`src/rtl/snn_pkg.sv`:
```
// Shared definitions for the SNN timestep controller: FSM state encoding and
// the bit layout of the control word written through the AXI control register.
// Latency: n/a (package). Backpressure: n/a (package).
//
// Contents:
//   state_e        - controller FSM states
//   RUN_BIT        - cfg_word bit that starts (rising edge) or aborts (low) a run
//   SLOW_BIT       - cfg_word bit that selects prescaled (slow) timestep pacing
//   NSTEP_LSB/MSB  - cfg_word field holding the number of timesteps per run
//   state_is_busy  - states during which a run is considered in progress
package snn_pkg;

  typedef enum logic [2:0] {
    IDLE      = 3'd0,
    CLEAR     = 3'd1,
    WAIT_TICK = 3'd2,
    STEP      = 3'd3,
    WAIT_NET  = 3'd4,
    DONE      = 3'd5
  } state_e;

  localparam int RUN_BIT   = 0;
  localparam int SLOW_BIT  = 3;
  localparam int NSTEP_LSB = 16;
  localparam int NSTEP_MSB = 31;
  localparam int NSTEP_W   = NSTEP_MSB - NSTEP_LSB + 1;

  // DONE is deliberately not busy: software polls busy=0/done=1 for completion.
  function automatic logic state_is_busy(input state_e s);
    return (s == CLEAR) || (s == WAIT_TICK) || (s == STEP) || (s == WAIT_NET);
  endfunction

endpackage

```
`src/rtl/tick_div.sv`:
```
// Prescaler producing a one-cycle tick every CLK_FREQ_HZ cycles in slow mode.
// Latency: tick is a combinational decode of the counter register (0 cycles).
// Backpressure: none; free-running while en=1, tick is held high while en=0.
//
// Ports:
//   clk  - system clock
//   rst  - synchronous active-high reset, counter to 0
//   clr  - synchronous clear, counter to 0 (takes priority over counting)
//   en   - slow mode enable; when low the counter holds and tick is constant 1
//   tick - pacing strobe for the step controller
module tick_div #(
  parameter int unsigned CLK_FREQ_HZ = 100000000
) (
  input  logic clk,
  input  logic rst,
  input  logic clr,
  input  logic en,
  output logic tick
);

  // A divide-by-1 still needs a one-bit register to stay well formed.
  localparam int unsigned CNT_W = (CLK_FREQ_HZ > 1) ? $clog2(CLK_FREQ_HZ) : 1;
  localparam logic [CNT_W-1:0] CNT_LAST = CNT_W'(CLK_FREQ_HZ - 1);

  logic [CNT_W-1:0] cnt_q;
  logic [CNT_W-1:0] cnt_d;

  always_comb begin
    cnt_d = cnt_q;
    if (clr) begin
      cnt_d = '0;
    end else if (en) begin
      if (cnt_q == CNT_LAST) begin
        cnt_d = '0;
      end else begin
        cnt_d = cnt_q + CNT_W'(1);
      end
    end
  end

  always_ff @(posedge clk) begin
    if (rst) begin
      cnt_q <= '0;
    end else begin
      cnt_q <= cnt_d;
    end
  end

  // Fast mode: every cycle is a tick, so WAIT_TICK lasts exactly one cycle.
  assign tick = en ? (cnt_q == CNT_LAST) : 1'b1;

endmodule

```
`src/rtl/snn_step_ctrl.sv`:
```
// Timestep sequencer for an SNN core: clears the network, then launches
// num_steps timesteps, each gated by a tick and completed by net_done.
// Latency: all outputs are Moore decodes of registered state; a run starts one
// cycle after the rising edge of run is seen; net_done is acted on next cycle.
// Backpressure: the network throttles via net_done; WAIT_NET stalls until it
// arrives (or the optional watchdog expires).
//
// Ports:
//   clk       - system clock, shared with the control-register block
//   rst       - synchronous active-high reset
//   cfg_word  - control word: [0] run, [3] slow_en, [31:16] num_steps
//   net_done  - network finished the current timestep (sampled in WAIT_NET only)
//   net_rst   - one-cycle network state clear at run start
//   step_en   - one-cycle timestep launch
//   busy      - run in progress (CLEAR/WAIT_TICK/STEP/WAIT_NET)
//   done      - run completed, held until run is dropped
//   err       - watchdog expired during the last run
//   step_cnt  - timesteps completed in the current/last run
//
// Build option: define SNN_STEP_TIMEOUT_EN to include the net_done watchdog
// (TIMEOUT_CYCLES, must be >= 1). Without it err is tied low and WAIT_NET
// waits indefinitely.
module snn_step_ctrl
  import snn_pkg::*;
#(
  parameter int unsigned CLK_FREQ_HZ    = 100000000,
  parameter int unsigned TIMEOUT_CYCLES = 65535
) (
  input  logic        clk,
  input  logic        rst,
  input  logic [31:0] cfg_word,
  input  logic        net_done,
  output logic        net_rst,
  output logic        step_en,
  output logic        busy,
  output logic        done,
  output logic        err,
  output logic [15:0] step_cnt
);

  state_e               state_q, state_d;
  logic                 run_q, run_d;
  logic                 slow_q, slow_d;
  logic [NSTEP_W-1:0]   nsteps_q, nsteps_d;
  logic [15:0]          step_cnt_q, step_cnt_d;

  logic                 run;
  logic                 run_rise;
  logic                 tick;
  logic                 presc_clr;
  logic [15:0]          step_cnt_inc;

  assign run          = cfg_word[RUN_BIT];
  assign run_rise     = run & ~run_q;
  assign presc_clr    = (state_q == CLEAR);
  assign step_cnt_inc = step_cnt_q + 16'd1;

  // Only run, slow_en and num_steps are meaningful to this block.
  logic unused_cfg_bits;
  assign unused_cfg_bits = ^{cfg_word[NSTEP_LSB-1:SLOW_BIT+1],
                             cfg_word[SLOW_BIT-1:RUN_BIT+1]};

  // slow_en is taken from the latched copy so mid-run cfg writes cannot
  // change the pacing of a run already in flight.
  tick_div #(
    .CLK_FREQ_HZ (CLK_FREQ_HZ)
  ) u_tick_div (
    .clk  (clk),
    .rst  (rst),
    .clr  (presc_clr),
    .en   (slow_q),
    .tick (tick)
  );

`ifdef SNN_STEP_TIMEOUT_EN
  localparam int unsigned WD_W = (TIMEOUT_CYCLES > 1) ? $clog2(TIMEOUT_CYCLES + 1) : 1;
  localparam logic [WD_W-1:0] WD_LAST = WD_W'(TIMEOUT_CYCLES - 1);

  logic [WD_W-1:0] wd_q, wd_d;
  logic            err_q, err_d;
`else
  logic unused_timeout;
  assign unused_timeout = |TIMEOUT_CYCLES;
`endif

  always_comb begin
    state_d    = state_q;
    run_d      = run;
    slow_d     = slow_q;
    nsteps_d   = nsteps_q;
    step_cnt_d = step_cnt_q;
`ifdef SNN_STEP_TIMEOUT_EN
    wd_d       = wd_q;
    err_d      = err_q;
`endif

    unique case (state_q)
      IDLE: begin
        if (run_rise) begin
          state_d    = CLEAR;
          slow_d     = cfg_word[SLOW_BIT];
          nsteps_d   = cfg_word[NSTEP_MSB:NSTEP_LSB];
          step_cnt_d = '0;
`ifdef SNN_STEP_TIMEOUT_EN
          err_d      = 1'b0;
`endif
        end
      end

      CLEAR: begin
        if (!run) begin
          state_d = IDLE;
        end else if (nsteps_q == '0) begin
          state_d = DONE;
        end else begin
          state_d = WAIT_TICK;
        end
      end

      WAIT_TICK: begin
        if (!run) begin
          state_d = IDLE;
        end else if (tick) begin
          state_d = STEP;
        end
      end

      STEP: begin
        if (!run) begin
          state_d = IDLE;
        end else begin
          state_d = WAIT_NET;
`ifdef SNN_STEP_TIMEOUT_EN
          wd_d    = '0;
`endif
        end
      end

      WAIT_NET: begin
        // Abort is checked first so a coincident net_done is not counted.
        if (!run) begin
          state_d = IDLE;
        end else if (net_done) begin
          step_cnt_d = step_cnt_inc;
          // Equality exit keeps step_cnt <= num_steps, so it can never wrap.
          if (step_cnt_inc == nsteps_q) begin
            state_d = DONE;
          end else begin
            state_d = WAIT_TICK;
          end
`ifdef SNN_STEP_TIMEOUT_EN
        end else if (wd_q == WD_LAST) begin
          // This cycle is the TIMEOUT_CYCLES-th one without net_done.
          err_d   = 1'b1;
          state_d = DONE;
        end else begin
          wd_d = wd_q + WD_W'(1);
`endif
        end
      end

      DONE: begin
        if (!run) begin
          state_d = IDLE;
        end
      end

      default: begin
        state_d = IDLE;
      end
    endcase
  end

  always_ff @(posedge clk) begin
    if (rst) begin
      state_q    <= IDLE;
      run_q      <= 1'b0;
      slow_q     <= 1'b0;
      nsteps_q   <= '0;
      step_cnt_q <= '0;
    end else begin
      state_q    <= state_d;
      run_q      <= run_d;
      slow_q     <= slow_d;
      nsteps_q   <= nsteps_d;
      step_cnt_q <= step_cnt_d;
    end
  end

`ifdef SNN_STEP_TIMEOUT_EN
  always_ff @(posedge clk) begin
    if (rst) begin
      wd_q  <= '0;
      err_q <= 1'b0;
    end else begin
      wd_q  <= wd_d;
      err_q <= err_d;
    end
  end

  assign err = err_q;
`else
  assign err = 1'b0;
`endif

  assign net_rst  = (state_q == CLEAR);
  assign step_en  = (state_q == STEP);
  assign busy     = state_is_busy(state_q);
  assign done     = (state_q == DONE);
  assign step_cnt = step_cnt_q;

endmodule

```
`config.mk`:
```
export PLATFORM = sky130hd
export DESIGN_NAME = snn_step_ctrl
export DESIGN_NICKNAME = d
export VERILOG_FILES = /design/src/rtl/snn_pkg.sv /design/src/rtl/tick_div.sv /design/src/rtl/snn_step_ctrl.sv
export SDC_FILE = /design/constraint.sdc
export NUM_CORES = 1
export LEC_CHECK = 0
export CORE_MARGIN = 3
export CORE_UTILIZATION = 60
export CTS_BUF_LIST = sky130_fd_sc_hd__clkbuf_8
export DETAILED_ROUTE_END_ITERATION = 16
export PLACE_DENSITY = 0.91
export REMOVE_ABC_BUFFERS = 1
export SLEW_MARGIN = 20
export SYNTH_ARGS = -nofsm -noshare
export SYNTH_HDL_FRONTEND = slang
export SYNTH_SLANG_ARGS = --single-unit
```
`constraint.sdc`:
```
create_clock -name clk -period 6.1 [get_ports clk]
set_input_delay 1.525 -clock clk [delete_from_list [all_inputs] [get_ports clk]]
set_output_delay 1.525 -clock clk [all_outputs]
set_load 0.005 [all_outputs]
```
== Yosys cells after proc, flatten, opt, wreduce, memory -nomap -nowiden ==
Cells that the tools add are included.
Widths: inputs -> output; s select.

* Bitwise gates (word level): 2
* Eq/ne operators: 13
* Add/subtract/negate cells: 2
* Multiplexer cells: 17
* Reductions and logical operators: 10

{| class="wikitable"
|+ Operators with widths
! cell !! number
|-
| $mux 16 || 3
|-
| $pmux 16 s2 || 1
|-
| $mux 3 || 10
|-
| $add 27x1->27 const B || 1
|-
| $eq 27x27->1 const B || 1
|-
| $mux 27 || 1
|-
| $pmux 3 s6 || 1
|-
| $add 16x1->16 const B || 1
|-
| $eq 16x16->1 || 1
|-
| $logic_not 16->1 || 1
|-
| $ne 2x2->1 const B || 4
|-
| $reduce_and 4->1 || 2
|-
| $eq 3x2->1 const B || 2
|-
| $eq 3x3->1 const B || 2
|-
| $ne 3x3->1 const B || 2
|-
| $eq 3x1->1 const B || 1
|-
| $logic_not 3->1 || 1
|-
| $logic_or 1x1->1 || 3
|-
| $reduce_and 2->1 || 1
|-
| $reduce_bool 2->1 || 1
|-
| $reduce_or 2->1 || 1
|-
| $and 1x1->1 || 1
|-
| $mux 1 || 1
|-
| $not 1->1 || 1
|}

* Bits of input ports: 35
* Bits in registers: 64
* Word-level logic and storage cells: 50

== Depth between registers and ports, before layout ==
Gate-level depths: netlist of the first run.

* Word-level depth: 6
* Depth in mapped cells: 8
* Depth with buffers taken out: 7

== By module ==
From an unflattened synthesis of the first run, not the netlist that was laid out.

* Cell total of the unflattened synthesis: 447
* Area, all modules: 3598.5 sq um

{| class="wikitable"
|+ By module, submodules not included
! module !! instances !! seq. area each (sq um) !! area each (sq um) !! cells each
|-
| snn_step_ctrl || 1 || 740.7 || 2222.1 || 283
|-
| tick_div || 1 || 540.5 || 1376.3 || 164
|}

== Worst setup path after synthesis of the first run ==
Ideal clock, no wire load.

* Kind: input-to-reg
* From: input port cfg_word[0]
* To: register step_cnt_q[12], in the netlist step_cnt[12]
* Cell stages on the path: 7
* Required time: 6030 ps
* Path slack: 3189 ps
* Arrival time: 2841 ps
* Cell sequence: nor2b_1 > and3_1 > buf_2 > o22ai_1 > clkbuf_1 > o21ai_0 > a21oi_1

* Cells in the longest elaborated chain, start to end: 3
* Elaborated cells on any way between the ends: 4

{| class="wikitable"
|+ RTL lines
! what !! RTL line !! text
|-
| from (decl) || snn_step_ctrl.sv:31 || <nowiki>input logic [31:0] cfg_word,</nowiki>
|-
| $and 1x1->1 || snn_step_ctrl.sv:54 || <nowiki>assign run_rise = run & ~run_q;</nowiki>
|-
| $ne 2x2->1 (no source line) || -- ||
|-
| $reduce_and 4->1 (no source line) (*) || -- ||
|-
| to (signal assigned) || snn_step_ctrl.sv:186 || <nowiki>step_cnt_q <= step_cnt_d;</nowiki>
|-
| to (decl) || snn_step_ctrl.sv:45 || <nowiki>logic [15:0] step_cnt_q, step_cnt_d;</nowiki>
|}

Mark *: on every way between the ends. The rest lies on a longest branch, timed or not.
A chain may end at the register's enable or synchronous reset.

== Worst setup path in the final report of the first run ==
* From: input port cfg_word[0]
* To: register step_cnt_q[7], in the netlist step_cnt[7]

Same word-level chain as after synthesis.

==> results.cfg, run 1 <==
[power]
power.leakage_nw = 1.405
max-vdd-ir-drop_mv = 0.1801
power_density_nw_per_um2 = 224.8

[floorplanning]
start_util = 0.6468
die_w_um = 81.84
core_um2 = 5335
fp.dieArea_um2 = 6697
die_y_um = 81.84
io_pins = 56
placementRows = 26

[drt]
dr_total_vias = 3307
drt_iter0_drc = 279
drc = 0
vias_per_cell = 6.240
wl_per_cell_um = 16.03
drt_pass1_iterations = 5
finalWirelength_um = 8495
ant_nets = 0

[run_status]
status = completed

[synthesis]
ys_top_cells_by_area = dfxtp_1, nor2_1, xor2_1, mux2i_1, xnor2_1
synth_edf_count = 0
syn_inst = 424
netlist.area_leader.share = 0.3713
ys_warn_count = 0
ys.flop_type = dfxtp_1
synth_area_leader_cell = dfxtp_1
ys_seq_elements = 64
ys_async_sr_fraction = 0
syn-cell-area_um2 = 3451
yosysUniqueCellTypes = 56
synth_area_per_cell_um2 = 8.139
yosysSeqAreaShare = 0.3713

[clock_network]
insertion_delay_ns = 0.35
cts_max_path_buffers = 2
htreeDepth = 3
post_cts.repair.setup_buffers = 0
cts_tree = yes
numCtsBuffers = 9
cts_resized = 0
hold_buffers = 0
cts_sinks = 64
clk_pin_slew_ns = 0.06
cts-root-buf = clkbuf_8

[setup_path]
start_kind = primary input
slowest_delay_ns = 0.81
critical_path_class = in -> reg
end_kind = register
reg2reg_depth = 7
slowest_stage = or4_2
required_ns = 6.38
r2r_start = step_cnt[0]
reg2reg_to = state_q[1]
crit_buf_inv = 1
crit_chain = clkdlybuf4s50_1, nor2b_1, nand3_1, or4_2, a21oi_1
critPathTopFamily = simple AND/OR/NAND/NOR gates
critPathArrivalTime_ns = 3.97
regToRegSetupSlack_ns = 3.28
critPathMaxFanout = 17

[timing]
max_freq_mhz = 270.8
hold_viol = 0
skew_ns = 0.01055
slew_viol_final = 0
tns_ns = 0
period_needed_ns = 3.693
fin_ws_ns = 2.407
max_slew_margin = 0.4694
rsz0062_at_grt = no
tightest_slew_ns = 0.7930
finalSetupViolCount = 0
fin_crit_sh = 0.6053

[global_routing]
grt_pass1_wl_um = 13880
track_usage = 0.2694
grt_max_degree = 40
grt_pass1_vias = 3028
grt_overflow = 0
grt_antenna_before_repair = 0

[hold_path]
hold_start = u_tick_div.cnt_q[16]
min_path_cells = 2
hold_end = u_tick_div.cnt_q[16]
hold_path.class = reg -> reg

[cells_and_area]
final_cell_mix = nor2_1, dfxtp_1, clkdlybuf4s50_1, xor2_1, a21oi_1
fill_cells = 376
stdcell_count = 530
regArea_um2 = 1281
drive_above_1_share = 0.05217
antenna_cells = 0
nets = 492
multi_input_area_um2 = 2022
final_common_cell = nor2_1
syn2layout_area_growth_pct = 16.32

[run]
drv_cap = 0

[placed_design]
hpwl_um = 5974
gp_congestion = 0.8956
place_inst = 514
portBuffers = 40
dp_worst_setup_slack_ns = 2.086
==> registers in the layout (all words and copies together) (netlist names) <==
| register | count |
|---|---|
| nsteps_q | 16 |
| run_q | 1 |
| slow_q | 1 |
| state_q | 3 |
| step_cnt | 16 |
| u_tick_div.cnt_q | 27 |
==> metal layers <==
layer | GRT usage | part of all wire | routed length, um
met1 | 0.3164 | 0.42 | 3544
met2 | 0.4637 | 0.49 | 4156
met3 | 0.07127 | 0.071 | 600
met4 | 0.1096 | 0.023 | 193
met5 | 0 | 0 | 0
==> worst max path at each step <==
stage / start / end / slack (ns) / cells past startpoint
6_report: cfg_word[0] / step_cnt[7] / 2.41 / 5
5_1_grt: cfg_word[0] / step_cnt[7] / 2.25 / 5
4_1_cts: cfg_word[0] / step_cnt[7] / 2.45 / 5
3_5_place_dp: cfg_word[0] / step_cnt[7] / 2.09 / 5
3_3_place_gp: cfg_word[0] / step_cnt[7] / 2.16 / 5
2_1_floorplan: cfg_word[0] / step_cnt[10] / 2.62 / 6
==> power breakdown <==
group          internal [mW]  switching [mW]  leakage, nW
Combinational         0.0648          0.0726        0.790
Clock                  0.152           0.160       0.0958
Sequential             0.432          0.0208        0.518
==> layout make-up <==
type / instances / share of cell area
multi-input cells: 328 / 0.5037
flip-flops and latches: 64 / 0.3192
clock inverters: 6 / 0.007170
well taps: 70 / 0.02182
clock buffers: 10 / 0.03429
repair buffers: 43 / 0.1054
inverters: 9 / 0.008416
==> worst reg2reg max path: cells and delay by family, from the launching register on <==
family	cells	cell delay (ns)
adders and majority gates	1	0.32
AOI/OAI and AO/OA	2	0.30
DFF	1	0.46
and+or+nand+nor	4	1.63
==> through the flow <==
step	util	power, mW	cell area [um^2]	hold WS (ns)
5_1_grt	0.7523	0.9404	4014	0.5603
3_5_place_dp	0.7212	0.5962	3847	0.5034
4_1_cts	0.7523	0.9042	4014	0.5201
6_report	0.7523	0.9024	4014	0.5108
3_3_place_gp	0.7212	0.5907	3847	0.4851
2_1_floorplan	-	0.5417	3337	0.4706
==> synthesized netlist by cell type (all sizes together) (4+ instances only) <==
cell / number
or3: 6
and3: 9
a21oi: 22
nor2: 71
nand2: 18
nor4: 12
o21ai: 22
buf: 11
nor3: 10
inv: 9
and4: 4
nand2b: 4
xnor2: 17
xor2: 26
nand3b: 4
dfxtp: 64
a211oi: 5
nand3: 21
mux2i: 18
clkbuf: 12
or4: 7
nand4: 16
==> kinds of logic (layout without fill, tap and decap cells) <==
kind of cell	Yosys count	count (layout)	share of synthesized area
AO/OA/AOI/OAI	73	73	0.1316
XOR/XNOR	43	43	0.1091
buffers and inverters	32	68	0.04278
adder cells (fa/ha/maj)	2	2	0.007250
flip-flops	64	64	0.3713
other	1	1	0.001087
AND/OR/NAND/NOR	190	190	0.2814
multiplexers	19	19	0.05547
No activity file was read; power rests on OpenSTA's default activity.
==> inputs of run 2 (changes only) <==
--- a/config.mk
+++ b/config.mk
@@ -6,10 +6,10 @@
 export NUM_CORES = 1
 export LEC_CHECK = 0
 export CORE_MARGIN = 3
-export CORE_UTILIZATION = 60
+export CORE_UTILIZATION = 55
 export CTS_BUF_LIST = sky130_fd_sc_hd__clkbuf_8
 export DETAILED_ROUTE_END_ITERATION = 16
-export PLACE_DENSITY = 0.91
+export PLACE_DENSITY = 0.85
 export REMOVE_ABC_BUFFERS = 1
 export SLEW_MARGIN = 20
 export SYNTH_ARGS = -nofsm -noshare
==> constraint.sdc (replaced) <==
create_clock -name clk -period 3.9 [get_ports clk]
set_input_delay 0.975 -clock clk [delete_from_list [all_inputs] [get_ports clk]]
set_output_delay 0.975 -clock clk [all_outputs]
set_load 0.005 [all_outputs]
==> run 2 against run 1 <==
Compared with the run above: count of clock-buffer cells in the layout unchanged; non-clock buffer count rose by 1; wire length shrank 1.7%; global-route usage down 2.8 points; final cell count up 1.1%; critical path depth rose by 1; hold slack better by 0.0024 ns; via count is 2.4% lower; power is 59% higher; first-iteration DRC count decreased by 8.6%.
==> results.cfg, run 2 (synthesized netlist as in run 1, its figures left out) <==
[run_status]
status = completed

[placed_design]
dp_worst_setup_slack_ns = 0.5324
place_inst = 520
portBuffers = 40
hpwl_um = 5811
gp_congestion = 0.9517
postPlaceCellArea_um2 = 3861

[clock_network]
cts_sinks = 64
htreeDepth = 3
insertion_delay_ns = 0.35
cts_tree = yes
cts-root-buf = clkbuf_8
cts_resized = 0
numCtsBuffers = 9
clk_pin_slew_ns = 0.07
cts_max_path_buffers = 2
hold_buffers = 0
post_cts.repair.setup_buffers = 0

[setup_path]
reg2reg_to = state_q[1]
slowest_stage = clkdlybuf4s50_1
critical_path_class = in -> reg
slowest_delay_ns = 0.56
regToRegSetupSlack_ns = 0.99
start_kind = primary input
r2r_start = step_cnt[0]
crit_chain = clkdlybuf4s50_1, nor2b_1, nand3_1, buf_4, or4_1, a21oi_1
critPathMaxFanout = 12
reg2reg_depth = 7
required_ns = 4.18
critPathArrivalTime_ns = 3.31
end_kind = register
crit_path_start = cfg_word[0]

[global_routing]
grt_overflow = 0
grt_max_degree = 36
grt_pass1_wl_um = 14160
grt_pass1_vias = 3004
track_usage = 0.2410
grt_antenna_before_repair = 0

[timing]
tightest_slew_ns = 0.8170
max_slew_margin = 0.4533
tns_ns = 0
slew_viol_final = 0
max_freq_mhz = 330.3
hold_slack_ns = 0.5132
skew_ns = 0.01089
period_needed_ns = 3.028
rsz0062_at_grt = no
hold_viol = 0
finalSetupViolCount = 0
fin_crit_sh = 0.7764
fin_ws_ns = 0.8721

[hold_path]
hold_start = u_tick_div.cnt_q[16]
hold_path.class = reg -> reg
hold_end = u_tick_div.cnt_q[16]
min_path_cells = 2

[drt]
finalWirelength_um = 8353
ant_nets = 0
wl_per_cell_um = 15.58
dr_total_vias = 3227
vias_per_cell = 6.021
drt_pass1_iterations = 5
drt_iter0_drc = 255
drc = 0

[run]
drv_cap = 0

[cells_and_area]
final_area_um2 = 4034
post-route-util = 0.6734
final_cell_mix = nor2_1, dfxtp_1, clkdlybuf4s50_1, xor2_1, a21oi_1
antenna_cells = 0
nets = 493
final_common_cell = nor2_1
stdcell_count = 536
drive_above_1_share = 0.05857
largest_reg_flops = 27
fill_cells = 468
top_register = u_tick_div.cnt_q
syn2layout_area_growth_pct = 16.90
largestRegisters = u_tick_div.cnt_q (27), nsteps_q (16), step_cnt (16)

[power]
power_density_nw_per_um2 = 355.1
max-vdd-ir-drop_mv = 0.2388
power.leakage_nw = 1.407
total_power_mw = 1.432

[floorplanning]
die_w_um = 85.21
fp.dieArea_um2 = 7261
start_util = 0.5760
die_y_um = 85.21
core_um2 = 5991
io_pins = 56
placementRows = 28
==> run 2: layout make-up <==
type | instances | area [um^2] | area share
multi-input cells | 328 | 2022 | 0.5012
flip-flops and latches | 64 | 1281 | 0.3176
repair buffers | 44 | 430.4 | 0.1067
clock buffers | 10 | 137.6 | 0.03412
well taps | 75 | 93.84 | 0.02326
clock inverters | 6 | 35.03 | 0.008685
inverters | 9 | 33.78 | 0.008375
==> run 2: report_power, final <==
group	total, mW	internal (mW)	switching, mW
registers	0.710	0.675	0.0347
logic	0.211	0.101	0.110
clock network	0.512	0.244	0.267
==> run 2: layer usage <==
metal  track usage  routed length (um)
met2        0.3849                3960
met4       0.08633                 142
met1        0.3182                3712
met5             0                   0
met3       0.05728                 537
==> run 2: how the worst max path moves through the flow <==
stage                               to  slack (ns)  depth (start not counted)
final                      step_cnt[6]        0.87                          6
after global routing       step_cnt[6]        0.75                          6
after CTS                  step_cnt[6]        0.89                          6
after detailed placement   step_cnt[6]        0.53                          6
after global placement     step_cnt[6]        0.59                          6
after floorplan           step_cnt[10]        0.97                          6
==> run 2: critical path, delay by kind of cell <==
kind	cells	cell delay, ns
AOI/OAI and AO/OA	1	0.14
buffers and inverters	2	0.88
and+or+nand+nor	3	1.30
==> inputs of run 3 (changes only) <==
--- a/config.mk
+++ b/config.mk
@@ -6,10 +6,10 @@
 export NUM_CORES = 1
 export LEC_CHECK = 0
 export CORE_MARGIN = 3
-export CORE_UTILIZATION = 55
+export CORE_UTILIZATION = 50
 export CTS_BUF_LIST = sky130_fd_sc_hd__clkbuf_8
 export DETAILED_ROUTE_END_ITERATION = 16
-export PLACE_DENSITY = 0.85
+export PLACE_DENSITY = 0.81
 export REMOVE_ABC_BUFFERS = 1
 export SLEW_MARGIN = 20
 export SYNTH_ARGS = -nofsm -noshare
==> constraint.sdc (replaced) <==
create_clock -name clk -period 2.45 [get_ports clk]
set_input_delay 0.6125 -clock clk [delete_from_list [all_inputs] [get_ports clk]]
set_output_delay 0.6125 -clock clk [all_outputs]
set_load 0.005 [all_outputs]
==> run 3 against run 2 <==
Compared with the run above: the flow now finishes with violations (setup timing); critical endpoint is now state_q[0]; clock power grew 77%; sequential power rose by 59%; die area increased by 9.3%; wire length up 22%; global-route usage up 0.24 points; hold slack gained 0.0017 ns; sequential cell count did not move; final cell count up 7.6%; sequential share of layout area down 2.8 points; first-iteration DRC count up 29%; utilization up 1.3 points; critical path depth is 3 higher.
==> results.cfg, run 3 (synthesized netlist as in run 1, its figures left out) <==
[timing]
tns_ns = -0.04918
tightest_slew_ns = 0.7541
rsz0062_at_grt = yes
hold_slack_ns = 0.5150
max_freq_mhz = 403.8
slew_viol_final = 0
fin_ws_ns = -0.02658
fin_crit_sh = 1.011
finalSetupViolCount = 3
skew_ns = 0.01167
period_needed_ns = 2.477
hold_viol = 0
max_slew_margin = 0.4973

[setup_path]
regToRegSetupSlack_ns = -0.03
end_kind = register
r2r_start = step_cnt[0]
crit_buf_inv = 3
reg2reg_depth = 9
critPathArrivalTime_ns = 2.77
start_kind = register
slowest_delay_ns = 0.54
cpMostUsedCell = buf_6
required_ns = 2.74
critPathTopFamily = simple AND/OR/NAND/NOR gates
reg2reg_to = state_q[0]
slowest_stage = or4_4
critPathMaxFanout = 4
critical_path_class = reg -> reg
crit_chain = buf_6, buf_4, xnor2_1, a211oi_2, nand4_1, or4_1, or4_4, buf_6, a21oi_2

[floorplanning]
start_util = 0.5284
placementRows = 29
io_pins = 56
die_w_um = 89.08
core_um2 = 6531
fp.dieArea_um2 = 7934
die_y_um = 89.08

[power]
power_density_nw_per_um2 = 537.7
total_power_mw = 2.409
power.leakage_nw = 1.628
max-vdd-ir-drop_mv = 0.3944

[placed_design]
gp_congestion = 0.9485
postPlaceCellArea_um2 = 4059
portBuffers = 40
hpwl_um = 6512

[hold_path]
min_path_cells = 2
hold_end = u_tick_div.cnt_q[26]
hold_start = u_tick_div.cnt_q[26]
hold_path.class = reg -> reg

[global_routing]
grt_antenna_before_repair = 0
grt_pass1_wl_um = 15100
grt_max_degree = 26
grt_pass1_vias = 3176
grt_overflow = 0
track_usage = 0.2434

[clock_network]
cts_sinks = 64
clk_pin_slew_ns = 0.08
cts-root-buf = clkbuf_8
insertion_delay_ns = 0.35
numCtsBuffers = 9
cts_tree = yes
cts_max_path_buffers = 2
htreeDepth = 3

[cells_and_area]
fill_cells = 500
nets = 532
final_cell_mix = nor2_1, dfxtp_1, clkdlybuf4s50_1, buf_4, xor2_1
final_area_um2 = 4481
antenna_cells = 0
drive_above_1_share = 0.1800
largest_reg_flops = 27
post-route-util = 0.6860
largestRegisters = u_tick_div.cnt_q (27), nsteps_q (16), step_cnt (16)
top_register = u_tick_div.cnt_q
final_common_cell = nor2_1
syn2layout_area_growth_pct = 29.84

[run]
drv_cap = 0

[drt]
drc = 0
drt_iter0_drc = 329
drt_pass1_iterations = 6
dr_total_vias = 3613
ant_nets = 0
finalWirelength_um = 10160
vias_per_cell = 6.262
wl_per_cell_um = 17.61

[run_status]
status = finished, violations left
violations = setup timing
==> run 3: cell types whose count changed in the layout (fill, tap and decap cells not counted), sizes merged <==
cell	previous run	this run
bufinv	0	1
buf	4	43
clkbuf	10	9
inv	11	10
clkinv	3	5
clkinvlp	1	0
==> run 3: cell type report <==
cell class,count,area (um^2),share of cell area
clock inverter,7,71.32,0.01592
inverter,9,33.78,0.007540
sequential,64,1296,0.2893
timing repair buffer,83,745.7,0.1664
clock buffer,9,123.9,0.02765
tap,77,96.34,0.02150
multi-input combinational,328,2113,0.4717
==> run 3: how the worst max path moves through the flow <==
stage,start,to,slack [ns],depth (start not counted)
CTS,step_cnt[0],state_q[1],0.02,7
global route,step_cnt[6],state_q[0],-0.12,8
floorplan,cfg_word[0],step_cnt[10],-0.11,6
finish,step_cnt[0],state_q[0],-0.03,9
global placement,cfg_word[0],step_cnt[6],0.008,6
detailed placement,step_cnt[0],state_q[1],-0.05,7
==> run 3: power by group <==
group	internal, mW	leakage (nW)	switching, mW	total (mW)
clock	0.471	0.103	0.435	0.906
sequential	1.07	0.523	0.0544	1.13
combinational	0.176	1.00	0.200	0.376
total	1.72	1.63	0.690	2.41
==> run 3: stage by stage <==
step,setup WS (ns),cells
after floorplan,-0.1129,401
after global placement,0.008497,548
after detailed placement,-0.05043,548
after CTS,0.02024,564
after global routing,-0.1163,577
final,-0.02658,577
==> run 3: layer usage <==
metal  global-route usage  routed length (um)  vias to the layer above  part of all wire
li1                     -                   -                     1670                 -
met1               0.3161                4084                     1691              0.40
met2               0.4035                4869                      212              0.48
met3              0.04885                 859                       40             0.085
met4              0.08525                 348                        0             0.034
met5                    0                   0                        -                 0
==> run 3: what timing repair did <==
action                     4_1_cts  5_1_grt
hold buffers                     0        0
setup buffers                    0       12
pin swaps                        0       12
setup endpoints to repair        4        5
cloned                           0        1
resized for setup                4       34
==> run 3: worst reg2reg max path, cell delays in order, from the launching register on <==
cell and delay (ns):
dfxtp_4 0.37, buf_6 0.13, buf_4 0.14, xnor2_1 0.16, a211oi_2 0.17, nand4_1 0.14, or4_1 0.52, or4_4 0.54
buf_6 0.14, a21oi_2 0.11
